### config.mk
export PLATFORM = sky130hd
export DESIGN_NAME = ahb2apb_bridge_v2_flat
export DESIGN_NICKNAME = d
export VERILOG_FILES = /design/src/rtl/ahb2apb_bridge_v2_if.sv /design/src/rtl/ahb2apb_bridge_v2.sv /design/src/flat_wrapper.sv
export SDC_FILE = /design/constraint.sdc
export NUM_CORES = 1
export LEC_CHECK = 0
export ABC_AREA = 1
export CORE_AREA = 8 8 168 170
export CTS_BUF_LIST = sky130_fd_sc_hd__clkbuf_2
export DETAILED_ROUTE_END_ITERATION = 8
export DIE_AREA = 0 0 176 178
export GPL_TIMING_DRIVEN = 1
export PLACE_DENSITY_LB_ADDON = 0.25
export SYNTH_ARGS = -nofsm -noshare
export SYNTH_HDL_FRONTEND = slang
export SYNTH_SLANG_ARGS = --single-unit
### constraint.sdc
create_clock -name hclk -period 4.7 [get_ports hclk]
set_clock_uncertainty 0.15 [all_clocks]
set_input_delay 0.705 -clock hclk [delete_from_list [all_inputs] [get_ports hclk]]
set_output_delay 0.705 -clock hclk [all_outputs]
set_load 0.02 [all_outputs]
### src/rtl/ahb2apb_bridge_v2_if.sv
// AHB-Lite slave / APB4 master bus bundle for the AHB-to-APB bridge.
// The slave modport is the bridge view; master is the environment view
// (AHB interconnect plus APB peripherals).
interface ahb2apb_bridge_v2_if #(
    parameter int HADDR_WIDTH = 32,
    parameter int PADDR_WIDTH = 16,
    parameter int DATA_WIDTH  = 32,
    parameter int PSLV_NUM    = 8
);
    localparam int STRB_W = DATA_WIDTH / 8;

    // AHB side
    logic                          hsel;
    logic                          hready_i;
    logic                          hwrite;
    logic [HADDR_WIDTH-1:0]        haddr;
    logic [1:0]                    htrans;
    logic [2:0]                    hsize;
    logic [3:0]                    hprot;
    logic [DATA_WIDTH-1:0]         hwdata;
    logic                          hready_o;
    logic                          hresp_o;
    logic [DATA_WIDTH-1:0]         hrdata_o;

    // APB side
    logic [PADDR_WIDTH-1:0]        paddr;
    logic [PSLV_NUM-1:0]           psel;
    logic                          penable;
    logic                          pwrite;
    logic [DATA_WIDTH-1:0]         pwdata;
    logic [STRB_W-1:0]             pstrb;
    logic [2:0]                    pprot;
    logic [PSLV_NUM-1:0]           pready_i;
    logic [PSLV_NUM-1:0]           pslverr_i;
    logic [PSLV_NUM*DATA_WIDTH-1:0] prdata_i;

    modport slave (
        input  hsel, hready_i, hwrite, haddr, htrans, hsize, hprot, hwdata,
        output hready_o, hresp_o, hrdata_o,
        output paddr, psel, penable, pwrite, pwdata, pstrb, pprot,
        input  pready_i, pslverr_i, prdata_i
    );

    modport master (
        output hsel, hready_i, hwrite, haddr, htrans, hsize, hprot, hwdata,
        input  hready_o, hresp_o, hrdata_o,
        input  paddr, psel, penable, pwrite, pwdata, pstrb, pprot,
        output pready_i, pslverr_i, prdata_i
    );
endinterface

### src/rtl/ahb2apb_bridge_v2.sv
// AHB-Lite slave to APB4 master bridge. One transfer in flight; the
// completion cycle (IDLE, hready_o=1) can accept the next address phase.
// Decode errors, slave errors and pready timeouts return a two-cycle
// AHB ERROR response (ERR1 with hready_o low, ERR2 with hready_o high).
module ahb2apb_bridge_v2 #(
    parameter int HADDR_WIDTH    = 32,
    parameter int PADDR_WIDTH    = 16,
    parameter int DATA_WIDTH     = 32,
    parameter int PSLV_NUM       = 8,
    parameter int TIMEOUT_CYCLES = 256
) (
    input  logic                  hclk,
    input  logic                  hresetn,
    ahb2apb_bridge_v2_if.slave    bus
);
    localparam int STRB_W = DATA_WIDTH / 8;
    localparam int SZ_MAX = $clog2(STRB_W);
    localparam int IW     = (PSLV_NUM > 1) ? $clog2(PSLV_NUM) : 1;
    localparam int LW     = (STRB_W > 1) ? $clog2(STRB_W) : 1;
    localparam int TW     = $clog2(TIMEOUT_CYCLES + 1) + 1;

    typedef enum logic [2:0] {
        S_IDLE, S_WDATA, S_SETUP, S_ACCESS, S_ERR1, S_ERR2
    } state_t;

    state_t                st, nxt;
    logic [IW-1:0]         idx_q;
    logic [TW-1:0]         tmo_cnt;
    logic                  accept, dec_err, timeout_hit;
    logic [3:0]            slot;
    logic [STRB_W-1:0]     strb_d;
    logic [PSLV_NUM-1:0]   sel_oh;
    logic                  rdy_sel, err_sel;
    logic [DATA_WIDTH-1:0] rd_sel;
    logic                  unused_ok;

    assign accept    = bus.hsel & bus.hready_i & bus.htrans[1];
    assign slot      = bus.haddr[PADDR_WIDTH +: 4];
    // Out-of-range slot, any address bit above the slot field, or a transfer
    // wider than the data bus.
    assign dec_err   = (int'(slot) >= PSLV_NUM)
                     || ((bus.haddr >> (PADDR_WIDTH + 4)) != '0)
                     || (int'(bus.hsize) > SZ_MAX);
    // Abandon on the ACCESS cycle whose count reaches TIMEOUT_CYCLES, so the
    // access spans exactly TIMEOUT_CYCLES cycles without pready.
    assign timeout_hit = (TIMEOUT_CYCLES != 0) && (tmo_cnt == TW'(TIMEOUT_CYCLES - 1));
    assign unused_ok = ^{bus.htrans[0], bus.hprot[3:2]};

    // Byte-lane strobes: lanes sharing the size-aligned container of haddr.
    always_comb begin
        int lane;
        int sz;
        strb_d = '0;
        lane   = int'(bus.haddr[LW-1:0]) & (STRB_W - 1);
        sz     = int'(bus.hsize);
        for (int i = 0; i < STRB_W; i++)
            strb_d[i] = ((i >> sz) == (lane >> sz));
    end

    // Select the addressed slot's one-hot psel, pready, pslverr and prdata.
    always_comb begin
        sel_oh  = '0;
        rdy_sel = 1'b0;
        err_sel = 1'b0;
        rd_sel  = '0;
        for (int k = 0; k < PSLV_NUM; k++) begin
            if (idx_q == IW'(k)) begin
                sel_oh[k] = 1'b1;
                rdy_sel   = bus.pready_i[k];
                err_sel   = bus.pslverr_i[k];
                rd_sel    = bus.prdata_i[k*DATA_WIDTH +: DATA_WIDTH];
            end
        end
    end

    // State register; async reset drops psel/penable immediately.
    always_ff @(posedge hclk or negedge hresetn) begin
        if (!hresetn) st <= S_IDLE;
        else          st <= nxt;
    end

    // Next-state and handshake outputs.
    always_comb begin
        nxt         = st;
        bus.hready_o = 1'b1;
        bus.hresp_o  = 1'b0;
        bus.psel     = '0;
        bus.penable  = 1'b0;
        case (st)
            S_IDLE: begin
                if (accept) begin
                    if (dec_err)         nxt = S_ERR1;
                    else if (bus.hwrite) nxt = S_WDATA;
                    else                 nxt = S_SETUP;
                end
            end
            S_WDATA: begin
                bus.hready_o = 1'b0;
                nxt          = S_SETUP;
            end
            S_SETUP: begin
                bus.hready_o = 1'b0;
                bus.psel     = sel_oh;
                nxt          = S_ACCESS;
            end
            S_ACCESS: begin
                bus.hready_o = 1'b0;
                bus.psel     = sel_oh;
                bus.penable  = 1'b1;
                if (rdy_sel)          nxt = err_sel ? S_ERR1 : S_IDLE;
                else if (timeout_hit) nxt = S_ERR1;
            end
            S_ERR1: begin
                bus.hready_o = 1'b0;
                bus.hresp_o  = 1'b1;
                nxt          = S_ERR2;
            end
            S_ERR2: begin
                bus.hresp_o  = 1'b1;
                nxt          = S_IDLE;
            end
            default: nxt = S_IDLE;
        endcase
    end

    // APB request capture, write data latch, timeout count and read return.
    always_ff @(posedge hclk or negedge hresetn) begin
        if (!hresetn) begin
            idx_q        <= '0;
            tmo_cnt      <= '0;
            bus.paddr    <= '0;
            bus.pwrite   <= 1'b0;
            bus.pwdata   <= '0;
            bus.pstrb    <= '0;
            bus.pprot    <= '0;
            bus.hrdata_o <= '0;
        end else begin
            if (st == S_IDLE && accept && !dec_err) begin
                idx_q      <= slot[IW-1:0];
                bus.paddr  <= bus.haddr[PADDR_WIDTH-1:0];
                bus.pwrite <= bus.hwrite;
                bus.pstrb  <= bus.hwrite ? strb_d : '0;
                bus.pprot  <= {~bus.hprot[0], 1'b0, bus.hprot[1]};
            end
            if (st == S_WDATA)
                bus.pwdata <= bus.hwdata;
            if (st == S_SETUP)
                tmo_cnt <= '0;
            else if (st == S_ACCESS && !rdy_sel)
                tmo_cnt <= tmo_cnt + TW'(1);
            if (st == S_ACCESS && rdy_sel && !err_sel && !bus.pwrite)
                bus.hrdata_o <= rd_sel;
        end
    end
endmodule

### src/flat_wrapper.sv
// flat-port wrapper written by rule: the top's interface ports become plain ports
module ahb2apb_bridge_v2_flat 
#(
    parameter int HADDR_WIDTH    = 32,
    parameter int PADDR_WIDTH    = 16,
    parameter int DATA_WIDTH     = 32,
    parameter int PSLV_NUM       = 8,
    parameter int TIMEOUT_CYCLES = 256
)
  (hclk, hresetn, bus_hsel, bus_hready_i, bus_hwrite, bus_haddr, bus_htrans, bus_hsize, bus_hprot, bus_hwdata, bus_hready_o, bus_hresp_o, bus_hrdata_o, bus_paddr, bus_psel, bus_penable, bus_pwrite, bus_pwdata, bus_pstrb, bus_pprot, bus_pready_i, bus_pslverr_i, bus_prdata_i);
  ahb2apb_bridge_v2_if #(.HADDR_WIDTH(HADDR_WIDTH), .PADDR_WIDTH(PADDR_WIDTH), .DATA_WIDTH(DATA_WIDTH), .PSLV_NUM(PSLV_NUM)) bus_i ();
  input  logic hclk;
  input  logic hresetn;
  input wire logic [$bits(bus_i.hsel)-1:0] bus_hsel;
  input wire logic [$bits(bus_i.hready_i)-1:0] bus_hready_i;
  input wire logic [$bits(bus_i.hwrite)-1:0] bus_hwrite;
  input wire logic [$bits(bus_i.haddr)-1:0] bus_haddr;
  input wire logic [$bits(bus_i.htrans)-1:0] bus_htrans;
  input wire logic [$bits(bus_i.hsize)-1:0] bus_hsize;
  input wire logic [$bits(bus_i.hprot)-1:0] bus_hprot;
  input wire logic [$bits(bus_i.hwdata)-1:0] bus_hwdata;
  output wire logic [$bits(bus_i.hready_o)-1:0] bus_hready_o;
  output wire logic [$bits(bus_i.hresp_o)-1:0] bus_hresp_o;
  output wire logic [$bits(bus_i.hrdata_o)-1:0] bus_hrdata_o;
  output wire logic [$bits(bus_i.paddr)-1:0] bus_paddr;
  output wire logic [$bits(bus_i.psel)-1:0] bus_psel;
  output wire logic [$bits(bus_i.penable)-1:0] bus_penable;
  output wire logic [$bits(bus_i.pwrite)-1:0] bus_pwrite;
  output wire logic [$bits(bus_i.pwdata)-1:0] bus_pwdata;
  output wire logic [$bits(bus_i.pstrb)-1:0] bus_pstrb;
  output wire logic [$bits(bus_i.pprot)-1:0] bus_pprot;
  input wire logic [$bits(bus_i.pready_i)-1:0] bus_pready_i;
  input wire logic [$bits(bus_i.pslverr_i)-1:0] bus_pslverr_i;
  input wire logic [$bits(bus_i.prdata_i)-1:0] bus_prdata_i;
  assign bus_i.hsel = bus_hsel;
  assign bus_i.hready_i = bus_hready_i;
  assign bus_i.hwrite = bus_hwrite;
  assign bus_i.haddr = bus_haddr;
  assign bus_i.htrans = bus_htrans;
  assign bus_i.hsize = bus_hsize;
  assign bus_i.hprot = bus_hprot;
  assign bus_i.hwdata = bus_hwdata;
  assign bus_hready_o = bus_i.hready_o;
  assign bus_hresp_o = bus_i.hresp_o;
  assign bus_hrdata_o = bus_i.hrdata_o;
  assign bus_paddr = bus_i.paddr;
  assign bus_psel = bus_i.psel;
  assign bus_penable = bus_i.penable;
  assign bus_pwrite = bus_i.pwrite;
  assign bus_pwdata = bus_i.pwdata;
  assign bus_pstrb = bus_i.pstrb;
  assign bus_pprot = bus_i.pprot;
  assign bus_i.pready_i = bus_pready_i;
  assign bus_i.pslverr_i = bus_pslverr_i;
  assign bus_i.prdata_i = bus_prdata_i;
  ahb2apb_bridge_v2 #(.HADDR_WIDTH(HADDR_WIDTH), .PADDR_WIDTH(PADDR_WIDTH), .DATA_WIDTH(DATA_WIDTH), .PSLV_NUM(PSLV_NUM), .TIMEOUT_CYCLES(TIMEOUT_CYCLES)) u_core (.hclk(hclk), .hresetn(hresetn), .bus(bus_i));
endmodule
==> results of run 1 <==
==> layer usage <==
layer	track usage, %	vias up	part of all wire, %
met5	0	-	0
met4	4.910	0	1.6
met3	6.668	24	7.6
met2	35.41	264	53
met1	21.16	3403	38
li1	-	3936	-
==> where the power goes <==
part           switching [W]  internal [W]  leakage (nW)
clock network       0.000371     0.0000941        0.0762
logic               0.000834      0.000964          3.83
registers           0.000147       0.00116          1.34
==> cells in the mapped netlist, drive strengths merged <==
library cell and instances:
nand2 293, inv 133, dfrtp 103, nor2 92, nand3 84, o21ai 84
a21oi 68, mux2 32, buf 31, clkbuf 18, nand4 12, nor3 7
xor2 7, nand3b 4, nor4 4, or2 2, a211oi 1, and3b 1
conb 1, ha 1, o31ai 1, xnor2 1
==> worst max-delay path by stage <==
| stage | depth (start not counted) | slack (ns) | end |
|---|---|---|---|
| global route | 5 | 0.38 | bus_psel[7] |
| detailed placement | 5 | 1.35 | bus_psel[7] |
| finish | 5 | 0.66 | bus_psel[7] |
| floorplan | 4 | 2.33 | bus_psel[5] |
| CTS | 5 | 0.54 | bus_psel[7] |
| global placement | 5 | 1.38 | bus_psel[7] |
==> cell usage in the layout (no fill, tap or decap), drive strengths merged, types with 3 or more instances in the layout <==
cell type      instances
nand2                293
clkinv                 3
nand3b                 4
xor2                   7
dfrtp                103
buf                   11
nor4                   4
clkdlybuf4s50        443
nor3                   7
nor2                  92
inv                  137
nand3                 84
diode                  4
clkbuf                 9
a21oi                 68
mux2                  32
o21ai                 84
nand4                 12
==> cell families after synthesis <==
family,Yosys count
buffers and inverters,182
and+or+nand+nor,499
DFF,103
adders and majority gates,1
xor gates and xnor gates,8
muxes,32
AOI/OAI and AO/OA,154
other,1
==> flip-flops by register name, summed over array words and instances (netlist names) <==
name / count
u_core.bus.pwrite: 1
u_core.tmo_cnt: 10
u_core.bus.hrdata_o: 32
u_core.bus.pwdata: 32
u_core.bus.paddr: 16
u_core.bus.pstrb: 4
u_core.idx_q: 3
u_core.bus.pprot: 2
u_core.st: 3
==> repair_timing <==
item	4_1_cts	5_1_grt
setup buffers	0	0
hold endpoints to repair	47	0
resized for setup	0	0
hold buffers	1	0
endpoints found under the setup margin	0	0
==> worst register-to-register path: stages (launching register included) <==
cell     delay [ns]
dfrtp_1        0.50
inv_2          0.70
nor3_4         0.07
inv_2          0.58
or2_0          0.21
nand2_2        0.08
nand3_4        0.48
nand2_1        0.18
o21ai_1        0.10
==> final cells by class <==
cell class                      count  area [µm²]  area share [%]
Timing Repair Buffer              455        4527           39.40
Multi-Input combinational cell    695        3324           28.94
Sequential cell                   103        2577           22.44
Inverter                          133       501.7           4.367
Tap cell                          335       419.2           3.648
Clock inverter                      7       83.83          0.7297
Clock buffer                        9       45.04          0.3921
Antenna cell                        4       10.01         0.08713
==> stage by stage <==
stage                     std cells  hold slack, ns  util (%)  setup WS (ns)  power (W)
after CTS                      1737          0.3285     44.81         0.5403   0.003639
after global routing           1741          0.3017     44.85         0.3792   0.003818
after global placement         1720          0.3125     44.27          1.378   0.003128
after detailed placement       1720          0.3179     44.27          1.355   0.003150
final                          1741          0.3719     44.85         0.6609   0.003574
after floorplan                 980          0.2594         -          2.330   0.002093
==> flow_metrics.tcl, run 1 <==
set metrics [dict create \
    critPathArrivalTime_ns 3.18 \
    port_buffers 444 \
    slew_headroom_pct 37.04 \
    grt_use_total_pct 19.39 \
    clockRootBuffer "clkbuf_2" \
    synth_simple_gate_area_share_pct 31.47 \
    die-area_um2 31330 \
    synth.avg_cell_area_um2 6.800 \
    synth-xor-area-share_pct 1.051 \
    holdCritStartpoint "u_core.bus.pprot[0]" \
    peakVddDrop_uv 238.9 \
    r2r_setup_slack_ns 1.61 \
    clk_latency_ns 0.64 \
    crit_path_cell_trace "inv_2 > nor3_4 > inv_2 > nor2_1 > clkdlybuf4s50_1" \
    die_h_um 178 \
    num-fill-cells 2607 \
    drive_gt1_share_pct 5.207 \
    place_congestion 0.8590 \
    hold_depth 2 \
    numCtsBuffers 9 \
    hold_viol 0 \
    dr.pass1.iters 5 \
    fin_crit_sh_pct 85.94 \
    grt_pass1_wl_um 46380 \
    syn_inst 980 \
    hp-class "flop to flop" \
    synth_cell_types 35 \
    endpoint_kind "output pin" \
    slowest_stage "inv_2" \
    wl_per_cell_um 18.20 \
    dpl_cell_area_um2 11340 \
    vias 7627 \
    synthesis.nets 1331 \
    finish.instance_area_um2 11490 \
    synth_compound_area_share_pct 11.64 \
    synthAdderAreaFrac_pct 0.1878 \
    synth_top_family_by_area "simple AND/OR/NAND/NOR gates" \
    nets 1748 \
    ff2ff_path_depth 8 \
    drcViolationCount 0 \
    wirelength_um 31680 \
    die_width_um 176 \
    cts_tree "built" \
    post-route-min-period_ns 4.039 \
    setup-tns-final_ns 0 \
    synthMuxAreaShare_pct 5.407 \
    rsz0062_at_grt "no" \
    viasPerCell 4.381 \
    cap_violations 0 \
    ant_nets 0 \
    reg2reg_to "u_core.bus.hrdata_o[29]" \
    cp_top_family "buffers and inverters" \
    p_per_area_nw_per_um2 311.1 \
    grt_max_degree 65 \
    cts_htree_levels 3 \
    core_um2 25620 \
    max_stage_delay_ns 0.70 \
    grt_remaining_overflow 0 \
    crit_type "flop to output pin" \
    min_to "u_core.bus.pprot[0]" \
    ys_ff_latch 103 \
    r2r-start "u_core.idx_q[2]" \
    initialDrtViolationCount 305 \
    rows 59 \
    dp_hpwl_um 25530 \
    synth_area_leaders "dfrtp_1 39%, nand2_1 16%, inv_1 7.2%" \
    grt_pass1_vias 7868 \
    p_leak_nw 5.246 \
    path_buf_inv 3 \
    finalSetupViolCount 0 \
    cp_max_fo 46 \
    antenna_found_initial 4 \
    cts_max_path_buffers 2 \
    fmax_ghz 0.2476 \
    cts.clk_slew.worst_paths_ns 0.32 \
    ios 449 \
    area_delta_synth_final_pct 72.40 \
    ys_seq_area_share_pct 38.68 \
    maxSlewViolCount 0 \
    worstMarginPinSlew_ns 0.9430 \
    crit_path_frequent_cell "inv_2" \
    yosysWarnings 0 \
    crit_path_start "u_core.idx_q[2]" \
    synth.largest_area_cell "dfrtp_1" \
    cp-start-kind "flop" \
    syn_area_um2 6664 \
    outcome "finished clean" \
    initial_core_util_pct 26.01 \
    yosys.area.top_type_share_pct 38.68 \
    cts.sinks 103 \
    crit_required_ns 3.85 \
]
(Power assumes the default switching activity.)
==> run 2, diff against run 1 <==
- SLEW_MARGIN: not set -> 20
==> results of run 2 <==
The final DEF is identical to that of run 1; final timing and power are the same.
